===== config.mk =====
export PLATFORM = sky130hd
export DESIGN_NAME = hs_tx_serializer
export DESIGN_NICKNAME = d
export VERILOG_FILES = /design/src/rtl/hs_tx_serializer.sv
export SDC_FILE = /design/constraint.sdc
export NUM_CORES = 1
export LEC_CHECK = 0
export BUFFER_PORTS_ARGS = -buffer_cell sky130_fd_sc_hd__buf_2
export CELL_PAD_IN_SITES_DETAIL_PLACEMENT = 1
export CELL_PAD_IN_SITES_GLOBAL_PLACEMENT = 2
export CORE_UTILIZATION = 36
export CTS_CLUSTER_DIAMETER = 200
export CTS_CLUSTER_SIZE = 24
export DETAILED_ROUTE_END_ITERATION = 6
export PLACE_DENSITY_LB_ADDON = 0.1
export SLEW_MARGIN = 20
export SYNTH_ARGS = -nofsm -noshare
export SYNTH_HDL_FRONTEND = slang
export SYNTH_SLANG_ARGS = --single-unit

===== constraint.sdc =====
create_clock -name TxDDRClk -period 1.92 [get_ports TxDDRClk]
set_input_delay 0.384 -clock TxDDRClk [delete_from_list [all_inputs] [get_ports TxDDRClk]]
set_output_delay 0.384 -clock TxDDRClk [all_outputs]
set_load 0.02 [all_outputs]

===== src/rtl/hs_tx_serializer.sv =====
// D-PHY HS data-lane transmit serializer: HS-zero, sync, payload, trailer.
// Ports: TxDDRClk/TxRst, PPI TxRequestHS/TxDataHS/TxReadyHS, ser_b1/ser_b2 pair, SOT, hs_busy.
module hs_tx_serializer #(
  parameter int HS_ZERO_CYC = 8,
  parameter int TRAIL_CYC   = 4
) (
  input  logic       TxDDRClk,
  input  logic       TxRst,
  input  logic       TxRequestHS,
  input  logic [7:0] TxDataHS,
  output logic       TxReadyHS,
  output logic       ser_b1,
  output logic       ser_b2,
  output logic       SOT,
  output logic       hs_busy
);

  typedef enum logic [2:0] {
    IDLE,
    ZERO,
    SYNC,
    DATA,
    TRAIL
  } state_t;

  localparam logic [7:0] ZMAX = 8'(HS_ZERO_CYC - 1);
  localparam logic [7:0] TMAX = 8'(TRAIL_CYC - 1);
  localparam logic [7:0] SYNC_WORD = 8'hB8;

  state_t     state, ns;
  logic [7:0] cnt, ncnt;
  logic [1:0] pc, npc;
  logic [7:0] sh, nsh;
  logic       last, nlast;
  logic       nb1, nb2, nsot, nbusy;
  logic       boundary;

  // last pair of the sync word or of a byte
  assign boundary  = ((state == SYNC) || (state == DATA)) && (pc == 2'd3);
  assign TxReadyHS = boundary & TxRequestHS;

  always_ff @(posedge TxDDRClk or posedge TxRst) begin
    if (TxRst) begin
      state   <= IDLE;
      cnt     <= '0;
      pc      <= '0;
      sh      <= '0;
      last    <= 1'b0;
      ser_b1  <= 1'b0;
      ser_b2  <= 1'b0;
      SOT     <= 1'b0;
      hs_busy <= 1'b0;
    end else begin
      state   <= ns;
      cnt     <= ncnt;
      pc      <= npc;
      sh      <= nsh;
      last    <= nlast;
      ser_b1  <= nb1;
      ser_b2  <= nb2;
      SOT     <= nsot;
      hs_busy <= nbusy;
    end
  end

  always_comb begin
    ns    = state;
    ncnt  = cnt;
    npc   = pc;
    nsh   = sh;
    nlast = last;
    unique case (state)
      IDLE: begin
        if (TxRequestHS) begin
          ns   = ZERO;
          ncnt = '0;
        end
      end
      ZERO: begin
        if (cnt == ZMAX) begin
          ns   = SYNC;
          ncnt = '0;
          npc  = '0;
          nsh  = SYNC_WORD;
        end else begin
          ncnt = cnt + 8'd1;
        end
      end
      SYNC, DATA: begin
        if (pc == 2'd3) begin
          if (TxRequestHS) begin
            ns  = DATA;
            npc = '0;
            nsh = TxDataHS;
          end else begin
            // sh[1] holds bit 7, the final bit on the line
            ns    = TRAIL;
            ncnt  = '0;
            nlast = sh[1];
          end
        end else begin
          npc = pc + 2'd1;
          nsh = {2'b00, sh[7:2]};
        end
      end
      TRAIL: begin
        if (cnt == TMAX) begin
          ns   = IDLE;
          ncnt = '0;
        end else begin
          ncnt = cnt + 8'd1;
        end
      end
      default: ns = IDLE;
    endcase

    // outputs registered from next-state values
    nb1   = 1'b0;
    nb2   = 1'b0;
    nsot  = (ns != IDLE);
    nbusy = (ns != IDLE);
    if ((ns == SYNC) || (ns == DATA)) begin
      nb1 = nsh[0];
      nb2 = nsh[1];
    end else if (ns == TRAIL) begin
      nb1 = ~nlast;
      nb2 = ~nlast;
    end
  end

endmodule


==> results.sh <==
export IMPL_outcome="complete, no violations"
export IMPL_drv_cap=0
export IMPL_htree_levels=1
export IMPL_cpMostUsedCell="buf_4"
export IMPL_timing_slew_headroom_pct=72.3
export IMPL_dieArea_um2=3870
export IMPL_crit_chain="ha_4 > buf_4 > nand2_4 > nor2_4 > buf_4"
export IMPL_wl_um=3310
export IMPL_portBuffers=15
export IMPL_ir_worst_vdd_mv=0.473
export IMPL_use_met3_pct=2.94
export IMPL_timing_final_crit_period_ns=1.82
export IMPL_nNetsFinal=170
export IMPL_rows=21
export IMPL_track_usage_pct=19.6
export IMPL_grt_util_met2_pct=35.6
export IMPL_endpoint_kind="primary output"
export IMPL_yosys_warnings=0
export IMPL_reg2reg_depth=5
export IMPL_cts_sinks=24
export IMPL_first_global_vias=1220
export IMPL_crit_type="flip-flop to primary output"
export IMPL_drive_gt1_share_pct=29.0
export IMPL_slowest_delay_ns=0.41
export IMPL_ant_nets=0
export IMPL_synth_seq_cells=24
export IMPL_ios=16
export IMPL_fmax_mhz=551
export IMPL_worstPathRequired_ns=1.54
export IMPL_syn_inst=131
export IMPL_hold_violations=0
export IMPL_endpoint="TxReadyHS"
export IMPL_hold_buffers=0
export IMPL_clk_pin_slew_ns=0.13
export IMPL_hpwl_um=2510
export IMPL_rr_endpoint="cnt[7]$_DFFE_PP0P_"
export IMPL_vias=1117
export IMPL_place_gp_congestion=0.759
export IMPL_initial_core_util_pct=38.2
export IMPL_synthesis_area_um2=1310
export IMPL_core_um2=3420
export IMPL_initialDrtViolationCount=45
export IMPL_layout_commonest_cell="dfrtp_1"
export IMPL_hold_class="primary input to async pin"
export IMPL_syn_area_per_cell_um2=9.97
export IMPL_syn_nets=144
export IMPL_synth_distinct_cells=46
export IMPL_gr_usage_met1_pct=24.0
export IMPL_overflow=0
export IMPL_period_share_pct=94.5
export IMPL_rrSetupSlack_ns=0.13
export IMPL_grt_pass1_wl_um=5890
export IMPL_setup_tns_ns=0
export IMPL_crit_start="pc[0]$_DFFE_PP0P_"
export IMPL_place_ws_ns=0.130
export IMPL_clk_insertion_delay_late_ns=0.32
export IMPL_crit_fanout=8
export IMPL_layout_common_cells="dfrtp_1 (24), nand2_1 (16), buf_2 (14)"
export IMPL_skew_ns=0.00529
export IMPL_drc=0
export IMPL_tightest_slew_ns=0.413
export IMPL_leakage_nw=0.720
export IMPL_cts_tree="done"
export IMPL_rsz0062_at_grt="no"
export IMPL_reg2reg_from="cnt[0]$_DFFE_PP0P_"
export IMPL_final_cells=201
export IMPL_final_util_pct=45.0
export IMPL_ys_seq_area_share_pct=46.0
export IMPL_slowest_stage="dfrtp_1"
export IMPL_timing_hold_ws_ns=0.0808
export IMPL_worst_slack_ns=0.105
export IMPL_finalSetupViolations=0
export IMPL_avgRoutedWirePerCell_um=16.5
export IMPL_die_y_um=62.2
export IMPL_dp_cells=196
export IMPL_grt_max_degree=25
export IMPL_critPathLaunchType="flip-flop"
export IMPL_grt_busiest_layer="met2"
export IMPL_arrival_ns=1.43
export IMPL_root_buffer="clkbuf_4"
export IMPL_vias_per_cell=5.56
export IMPL_power_density_nw_per_um2=1290
export IMPL_chipWidth_um=62.2
export IMPL_area_growth_pct=17.7
export IMPL_cts_inserted_buffers=3
export IMPL_first_pass_iters=4
export IMPL_antenna_cells=0
export IMPL_grt_antenna_before_repair=0
export IMPL_drv_slew=0
export IMPL_clockBufferDepth=2
-- cell usage after synthesis (all sizes together) --
cell,instances,area share [%]
a21o,1,0.57
o21ai,7,3.0
nand4bb,1,0.86
buf,5,2.8
and3b,1,0.67
nor4b,1,1.8
inv,7,2.2
nor3,5,1.9
o21a,2,1.1
or3,3,1.4
nand2b,2,0.96
and2,3,1.7
a221o,2,1.5
a2bb2oi,3,2.0
o221ai,2,1.3
and3,3,1.4
a22oi,2,1.1
nor2,4,1.1
a21boi,1,0.57
a21oi,2,0.77
nor3b,1,0.57
or3b,2,1.3
ha,2,1.9
a31o,2,1.3
o211ai,2,1.1
o22a,1,0.67
a22o,2,1.3
nand4,1,0.96
o2bb2ai,2,1.3
nand2,18,5.4
nand3,8,3.1
mux2,2,1.7
o22ai,4,1.9
mux2i,2,1.8
nor2b,1,0.48
dfrtp,24,46
-- cell type report --
type | count | area, um2
flip-flops and latches | 24 | 601
multi-input cells | 95 | 668
fillers | 416 | 1880
well taps | 46 | 57.6
clock buffers | 3 | 22.5
inverters | 7 | 28.8
repair buffers | 26 | 160
-- routing by layer --
metal,vias up,share of wire [%]
met2,16,51
li1,533,-
met4,0,1.1
met1,563,46
met5,-,0
met3,5,2.4
-- metrics by stage --
stage	total power [mW]	area (um2)
global route	2.16	1540
finish	1.99	1540
detailed placement	1.73	1470
CTS	1.99	1520
global placement	1.70	1470
floorplan	1.46	1310
-- what timing repair did --
action                                  CTS  global route
resized for setup                         4             3
setup buffers                             2             0
pin swaps                                 1             0
endpoints found under the setup margin    1             1
-- where the power goes --
group | switching, mW | internal (mW) | total [mW]
Clock | 0.154 | 0.0735 | 0.227
Sequential | 0.174 | 0.671 | 0.844
Combinational | 0.493 | 0.426 | 0.919
-- logic make-up (layout without fill, tap and decap cells) --
kind of cell	count (synthesis)	count (layout)	share of synthesized area [%]
AO/OA/AOI/OAI	35	35	19.8
buffers and inverters	12	36	4.98
AND/OR/NAND/NOR	54	54	23.8
adder cells (fa/ha/maj)	2	2	1.92
flip-flops	24	24	46.0
multiplexers	4	4	3.54
-- worst min-delay path by stage --
stage / to / slack (ns) / depth (start not counted)
3_3_place_gp: cnt[0]$_DFFE_PP0P_ / 0.45 / 3
5_1_grt: cnt[2]$_DFFE_PP0P_ / 0.11 / 3
4_1_cts: cnt[0]$_DFFE_PP0P_ / 0.09 / 3
2_1_floorplan: cnt[0]$_DFFE_PP0P_ / 0.40 / 1
3_5_place_dp: cnt[0]$_DFFE_PP0P_ / 0.46 / 3
6_report: cnt[0]$_DFFE_PP0P_ / 0.08 / 3
-- state kept, by name, indices dropped and copies added, names as in the netlist --
register	cells
cnt	8
sh	7
hs_busy	1
ser_b2	1
ser_b1	1
last	1
pc	2
state	3
-- critical path: cells and delay by family, from the launching register on --
kind / cells / cell delay [ns]
DFF: 1 / 0.41
buffers and inverters: 2 / 0.32
and+or+nand+nor: 2 / 0.22
adders and majority gates: 1 / 0.17
(Power assumes the default switching activity.)
